[src/rtl/ldst_seq.sv]
// Load/store descriptor sequencer between the TPU core issue stage and one DMem port.
// Latches a strided descriptor, requests DMem, then counts data beats to completion.
module ldst_seq #(
    parameter int ADDR_W = 12,
    parameter int LEN_W  = 12,
    parameter int DATA_W = 32
) (
    input  logic              clock,
    input  logic              reset,
    input  logic              I_Cmd_Valid,
    input  logic              I_Cmd_Store,
    input  logic [ADDR_W-1:0] I_Cmd_Base,
    input  logic [ADDR_W-1:0] I_Cmd_Stride,
    input  logic [LEN_W-1:0]  I_Cmd_Len,
    output logic              O_Cmd_Ready,
    output logic              O_Req,
    output logic              O_V,
    output logic              O_Is_St,
    output logic [ADDR_W-1:0] O_Base,
    output logic [ADDR_W-1:0] O_Stride,
    output logic [LEN_W-1:0]  O_Len,
    input  logic              I_Grant,
    input  logic              I_Ready,
    input  logic              I_Core_St_V,
    input  logic [DATA_W-1:0] I_Core_St_Data,
    output logic              O_Core_St_Stall,
    output logic              O_St_V,
    output logic [DATA_W-1:0] O_St_Data,
    input  logic              I_Ld_V,
    input  logic [DATA_W-1:0] I_Ld_Data,
    output logic              O_Core_Ld_V,
    output logic [DATA_W-1:0] O_Core_Ld_Data,
    output logic              O_Busy,
    output logic              O_Done,
    output logic              O_Err
);

    // state | meaning
    // IDLE  | ready for a command
    // REQ   | descriptor presented, waiting for grant and ready together
    // XFER  | counting data beats
    // DONE  | one-cycle completion pulse
    typedef enum logic [1:0] {IDLE, REQ, XFER, DONE} state_t;

    state_t            state, state_nxt;
    logic [LEN_W-1:0]  cnt;
    logic [ADDR_W-1:0] base_q, stride_q;
    logic [LEN_W-1:0]  len_q;
    logic              is_st_q;
    logic              err_q;
    logic              zero_done_q;
    logic              st_v_q, ld_v_q;
    logic [DATA_W-1:0] st_data_q, ld_data_q;
    logic              accept, st_beat, ld_beat, err_set;

    always_ff @(posedge clock or negedge reset) begin
        if (!reset) state <= IDLE;
        else        state <= state_nxt;
    end

    always_comb begin
        state_nxt       = state;
        O_Cmd_Ready     = 1'b0;
        O_Req           = 1'b0;
        O_V             = 1'b0;
        O_Busy          = 1'b1;
        O_Core_St_Stall = 1'b1;
        accept          = 1'b0;
        st_beat         = 1'b0;
        ld_beat         = 1'b0;
        case (state)
            IDLE: begin
                O_Cmd_Ready     = 1'b1;
                O_Busy          = 1'b0;
                O_Core_St_Stall = 1'b0;
                accept          = I_Cmd_Valid;
                if (I_Cmd_Valid && (I_Cmd_Len != '0)) state_nxt = REQ;
            end
            REQ: begin
                O_Req = 1'b1;
                O_V   = 1'b1;
                if (I_Grant && I_Ready) state_nxt = XFER;
            end
            XFER: begin
                // During a load the core store path stays stalled.
                if (is_st_q) begin
                    O_Core_St_Stall = ~I_Ready;
                    st_beat         = I_Core_St_V & I_Ready;
                end else begin
                    ld_beat = I_Ld_V;
                end
                if ((st_beat || ld_beat) && (cnt == LEN_W'(1))) state_nxt = DONE;
            end
            DONE: state_nxt = IDLE;
            default: state_nxt = IDLE;
        endcase
    end

    // Load data outside a load transfer, or core store data during a load, is a protocol error.
    assign err_set = (I_Ld_V & ~((state == XFER) & ~is_st_q))
                   | ((state == XFER) & ~is_st_q & I_Core_St_V);

    always_ff @(posedge clock or negedge reset) begin
        if (!reset) begin
            cnt         <= '0;
            base_q      <= '0;
            stride_q    <= '0;
            len_q       <= '0;
            is_st_q     <= 1'b0;
            err_q       <= 1'b0;
            zero_done_q <= 1'b0;
            st_v_q      <= 1'b0;
            ld_v_q      <= 1'b0;
            st_data_q   <= '0;
            ld_data_q   <= '0;
        end else begin
            st_v_q      <= st_beat;
            ld_v_q      <= ld_beat;
            zero_done_q <= accept && (I_Cmd_Len == '0);
            if (st_beat) st_data_q <= I_Core_St_Data;
            if (ld_beat) ld_data_q <= I_Ld_Data;
            if (accept && (I_Cmd_Len != '0)) begin
                base_q   <= I_Cmd_Base;
                stride_q <= I_Cmd_Stride;
                len_q    <= I_Cmd_Len;
                is_st_q  <= I_Cmd_Store;
                cnt      <= I_Cmd_Len;
            end else if (st_beat || ld_beat) begin
                cnt <= cnt - LEN_W'(1);
            end
            if (err_set)     err_q <= 1'b1;
            else if (accept) err_q <= 1'b0;
        end
    end

    assign O_Is_St        = is_st_q;
    assign O_Base         = base_q;
    assign O_Stride       = stride_q;
    assign O_Len          = len_q;
    assign O_St_V         = st_v_q;
    assign O_St_Data      = st_data_q;
    assign O_Core_Ld_V    = ld_v_q;
    assign O_Core_Ld_Data = ld_data_q;
    assign O_Done         = (state == DONE) | zero_done_q;
    assign O_Err          = err_q;

endmodule

[config.mk]
export PLATFORM = sky130hd
export DESIGN_NAME = ldst_seq
export DESIGN_NICKNAME = d
export VERILOG_FILES = /design/src/rtl/ldst_seq.sv
export SDC_FILE = /design/constraint.sdc
export NUM_CORES = 1
export LEC_CHECK = 0
export ABC_AREA = 1
export CORE_ASPECT_RATIO = 1.2
export CORE_MARGIN = 8
export CORE_UTILIZATION = 35
export CTS_BUF_LIST = sky130_fd_sc_hd__clkbuf_4 sky130_fd_sc_hd__clkbuf_8
export DETAILED_ROUTE_END_ITERATION = 8
export PLACE_DENSITY_LB_ADDON = 0.15
export SLEW_MARGIN = 10
export SYNTH_ARGS = -nofsm -noshare
export SYNTH_HDL_FRONTEND = slang
export SYNTH_SLANG_ARGS = --single-unit
[constraint.sdc]
create_clock -name clock -period 3.4 [get_ports clock]
set_input_delay 0.34 -clock clock [delete_from_list [all_inputs] [get_ports clock]]
set_output_delay 0.34 -clock clock [all_outputs]
set_load 0.01 [all_outputs]
# Yosys cells after proc, flatten, opt, wreduce, memory -nomap -nowiden

Cells that the tools add are included.

Word-level logic and storage cells: 62
Register bits: 119

$add $sub $neg: 1
Equality and inequality tests: 7
Muxes and demuxes: 20
Bitwise operators: 9
Reductions and logical operators: 13

Operators by type and width:

| kind                                                  | number |
|---|---|
| two-way mux 12 bit                                    | 2 |
| two-way mux 1 bit                                     | 13 |
| equality test 12 x 1 -> 1 bit (second input constant) | 1 |
| logical NOT 12 bit                                    | 1 |
| nonzero test 12 bit                                   | 1 |
| subtractor 12 x 1 -> 12 bit (second input constant)   | 1 |
| case mux 2 bit (4 select lines)                       | 1 |
| two-way mux 2 bit                                     | 3 |
| inequality test 2 bit (second input constant)         | 3 |
| logical AND 1 bit                                     | 5 |
| bitwise AND 1 bit                                     | 4 |
| equality test 2 bit (second input constant)           | 2 |
| nonzero test 2 bit                                    | 2 |
| inverter 1 bit                                        | 3 |
| AND reduction 3 bit                                   | 1 |
| equality test 2 x 1 -> 1 bit (second input constant)  | 1 |
| logical NOT 2 bit                                     | 1 |
| logical OR 1 bit                                      | 2 |
| bitwise OR 1 bit                                      | 2 |
| case mux 1 bit (2 select lines)                       | 1 |

# Longest topological paths before layout

Depth in word-level cells: 7
Gate-level depth with buffers: 11
Gate-level depth less buffers: 11

# Least setup slack after synthesis

Ideal clock, no wire load.

Kind: register to register
Start: register state[0]
End: register cnt[2]
Stages on the path, launching flop included: 8
Path slack: 1864 ps
Data required time: 3270 ps
Buffers on the path: 0
Data arrival time: 1405 ps
Period minus slack after synthesis: 1536 ps
Cell sequence: dfrtp_1 -> inv_1 -> ha_1 -> nand4_2 -> inv_2 -> nor2_8 -> o211ai_1 -> nand3_1

Cells in the longest elaborated chain, start to end: 4
Elaborated cells between the ends (all ways): 9
Those cells by class: eq/ne (1); mux (4); reduce/logical (4)

RTL lines:

| what                                                                      | RTL line | RTL |
|---|---|---|
| from (decl)                                                               | 45       | `state_t state, state_nxt;` |
| from (signal assigned)                                                    | 58       | `else state <= state_nxt;` |
| equality test 2 bit / logical NOT 2 bit (equally long branches)           | 71       | `case (state)` |
| two-way mux 1 bit                                                         | 71       |  |
| logical OR 1 bit / logical AND 1 bit (equally long branches)              | 128, 122 |  |
| nonzero test 2 bit (no line) / two-way mux 12 bit (equally long branches) | --       |  |
| to (signal assigned)                                                      | 127      | `cnt <= I_Cmd_Len;` |
| to (signal assigned)                                                      | 129      | `cnt <= cnt - LEN_W'(1);` |
| to (decl)                                                                 | 46       | `logic [LEN_W-1:0] cnt;` |

Several ways; a longest one is shown, not always the timed one.
A chain may end at the register's enable or synchronous reset.

# Worst setup path after layout

Start: register state[0]
End: output port O_Core_St_Stall

Cells in the longest elaborated chain, start to end: 2
Elaborated cells between the ends (all ways): 3
Those cells by class: eq/ne (1); mux (1); reduce/logical (1)

RTL lines:

| what                                                            | RTL line | RTL |
|---|---|---|
| equality test 2 bit / logical NOT 2 bit (equally long branches) | 71       |  |
| case mux 1 bit (2 select lines) *                               | 71       |  |
| to (decl)                                                       | 26       | `output logic O_Core_St_Stall,` |

Mark *: on every way between the ends. The rest lies on a longest branch, timed or not.

==> summary.md <==
| Metric | Value |
|---|---|
| First-pass GRT wire length | 26.79 mm |
| Pre-CTS WS | 1.015 ns |
| CP max-delay cell | clkdlybuf4s50_1 |
| DR vias | 4736 |
| NetSw | 2.559 mW |
| DR iter-0 viols | 250 |
| Synth Net Count | around 730 |
| Slew @ Worst Pin | 0.7710 ns |
| Routability cong. | 0.8969 |
| Crit start category | flip-flop |
| Final Util | 0.5491 |
| Critical Path Sink Type | primary output |
| Die ar. | 0.01871 mm² |
| Commonest non-fill, non-tap cell in the layout | nand2_1 |
| Cells along the critical path | inv_1, ha_1, nor2_1, a31oi_1, clkdlybuf4s50_1 |
| CP Class | reg2out |
| Maximum vdd drop | 517.8 µV |
| Root buffer cell | clkbuf_8 |
| FP Rows | between 40 and 50 |
| Final-report max-slew violation count | 0 |
| First-pass iteration count of the detailed router | 4 |
| Largest net degree at the start of global routing | between 60 and 70 |
| Distinct cells, synth | 25 |
| Final Hold Vio Count | 0 |
| Setup slack after layout | about 0.76 ns |
| Final std cells w/o fill | 1020 |
| Layout Nets | 947 |
| Sequential share of power | 0.347 |
| Req. time, crit path | a little over 3 ns |
| Synth Cell Area | 0.005101 mm² |
| Synth Instances | 614 |
| Final setup viols | 0 |
| Final min period | between 2 and 3 ns |
| DR vias/cell | 4.643 |
| Die Wd | 126.2 µm |
| Core Footprint | 0.01429 mm² |
| Net switching fraction of the power | 0.3649 |
| Storage cell area | 0.002978 mm² |
| CTS tree | done |
| CTS clock-pin slew for the worst setup and hold paths | 0.07 ns |
| Number of diodes | 0 |
| Mean Syn Cell Area | 8.308 µm² |
| Most frequent cells in the layout | nand2_1, clkdlybuf4s50_1, dfrtp_1 |
| Multi-input logic area | 0.001884 mm² |
| Worst hold path type | in2reg |
| Number of global-route vias before repair | 5058 |
| Worst path max stage delay | 0.62 ns |
| H-tree levels | 4 |
| IO Port Bufs | 217 |
| CP arrival | 2.30 ns |
| Post-route setup TNS | 0 ns |
| Share of cells above drive strength 1 | 0.06154 |
| Register area share after synthesis | 0.5838 |
| Final global-route overflow total | 0 |
| Post-DP HPWL | 12.75 mm |
| Ys Warns | 0 |
| Gr usage total | 0.1845 |
| Vert. Die Dim | 148.2 µm |
| Placement Cell Area | 0.007391 mm² |
| Area growth syn-to-layout | 53.86% |
| Max_slew headroom | 0.4860 |
| Top Ports | 218 |
| Static leakage | between 3 and 4 nW |
| Initial core utilization | 0.3569 |
| FF+latch count, synth | between 100 and 150 |
| Routed wire length | 16.73 mm |
| Clock share of power | 0.205 |
| Max-cap violations | 0 |
| Remaining antenna violation count | 0 |
| Status | finished clean |
| CTS Buf Count | 17 |
| RSZ-0062 raised after global routing | no |
| Power density cells | 893.5 mW/mm² |
| Final cell area excluding filler cells | 0.007849 mm² |
| Fin Clk Skew | about 0.0095 ns |
| Cell internal pwr | about 4.5 mW |
| WL/cell | 16.40 µm |
| Initial antenna violation count | 0 |
| Post-CTS Setup Repair Bufs | 0 |
| Worst-path maximum fanout | 7 |
| Tcrit/Tclk final | 0.7764 |
| Highest Clock Rate | around 0.38 GHz |
| Clock Latency Late Sink | 0.44 ns |
| CTS max path bufs | 2 |
| Comb power frac | 0.448 |
| Fill cells | 1349 |
| CTS Sinks | 119 |
| Drc violations | 0 |
| Cell count after placement | between 900 and 1000 |
power groups by stage:
stage	sequential (mW)	combinational (mW)	clock (mW)
after floorplan	2.66	1.20	0
after global placement	2.42	3.14	0
after detailed placement	2.44	3.19	0
after CTS	2.43	3.21	1.48
after global routing	2.51	3.48	1.56
final	2.43	3.14	1.44
through the flow:
step / power (mW) / hold slack, ns
after floorplan: 3.858 / 0.04441
after detailed placement: 5.630 / 0.4573
after CTS: 7.114 / 0.4030
final: 7.013 / 0.4294
after global placement: 5.562 / 0.4535
after global routing: 7.545 / 0.4082
cell usage after synthesis, drive strengths merged:
master	count	area share
nor2	29	0.028
o21ai	14	0.014
nand2	364	0.27
dfrtp	119	0.58
o211ai	3	0.0044
nand4	6	0.0086
clkbuf	3	0.0022
a21oi	1	0.00098
inv	28	0.021
xor2	1	0.0017
a31oi	1	0.0012
or2	3	0.0037
buf	19	0.024
ha	7	0.017
nand3	14	0.014
nand3b	2	0.0029
registers in the layout (all words and copies together), names as in the netlist, 2 cells and up:
register	count
O_Base	12
O_Core_Ld_Data	32
O_Len	12
O_St_Data	32
O_Stride	12
cnt	12
state	2
worst paths after layout:
check	cells after the start	end	start	slack, ns
max in group asynchronous	3	O_St_Data[13]	reset	2.09
min in group asynchronous	2	O_Stride[6]	reset	0.51
hold / removal	3	O_St_Data[30]	I_Core_St_Data[30]	0.43
setup / recovery	5	O_Core_St_Stall	state[0]	0.76
hold reg to reg	2	O_Core_Ld_Data[6]	O_Core_Ld_Data[6]	0.47
setup reg to reg	10	cnt[10]	state[0]	1.06
layer usage:
metal,global-route usage,up-vias,wire length (µm)
li1,-,2303,-
met1,0.1855,2211,6269
met2,0.3149,182,8248
met3,0.08668,40,1538
met4,0.09403,0,674
met5,0,-,0
area by class of cell:
class / count / share of cell area
clock buffers: 20 / 0.03507
clock inverters: 12 / 0.02200
inverters: 28 / 0.01339
multi-input cells: 445 / 0.2401
flip-flops and latches: 119 / 0.3794
well taps: 175 / 0.02790
repair buffers: 221 / 0.2822
worst max-delay path: cells and delay by family (launching register included):
family | cells | cell delay, ns
AND/OR/NAND/NOR | 1 | 0.09
flip-flops | 1 | 0.43
buffers and inverters | 2 | 0.75
adder cells (fa/ha/maj) | 1 | 0.32
AO/OA/AOI/OAI | 1 | 0.29
what timing repair did:
item | 4_1_cts | 5_1_grt
endpoints found under the hold margin | 56 | 0
hold buffers | 1 | 0
resized for setup | 0 | 0
kinds of logic (layout without fill, tap and decap cells):
kind of cell,Yosys count,after routing,synth area share
adder cells (fa/ha/maj),7,7,0.01717
AO/OA/AOI/OAI,19,19,0.02036
buffers and inverters,50,281,0.04685
XOR/XNOR,1,1,0.001717
AND/OR/NAND/NOR,418,418,0.3301
flip-flops,119,119,0.5838
Note: power is estimated with default switching activity, not from simulation.
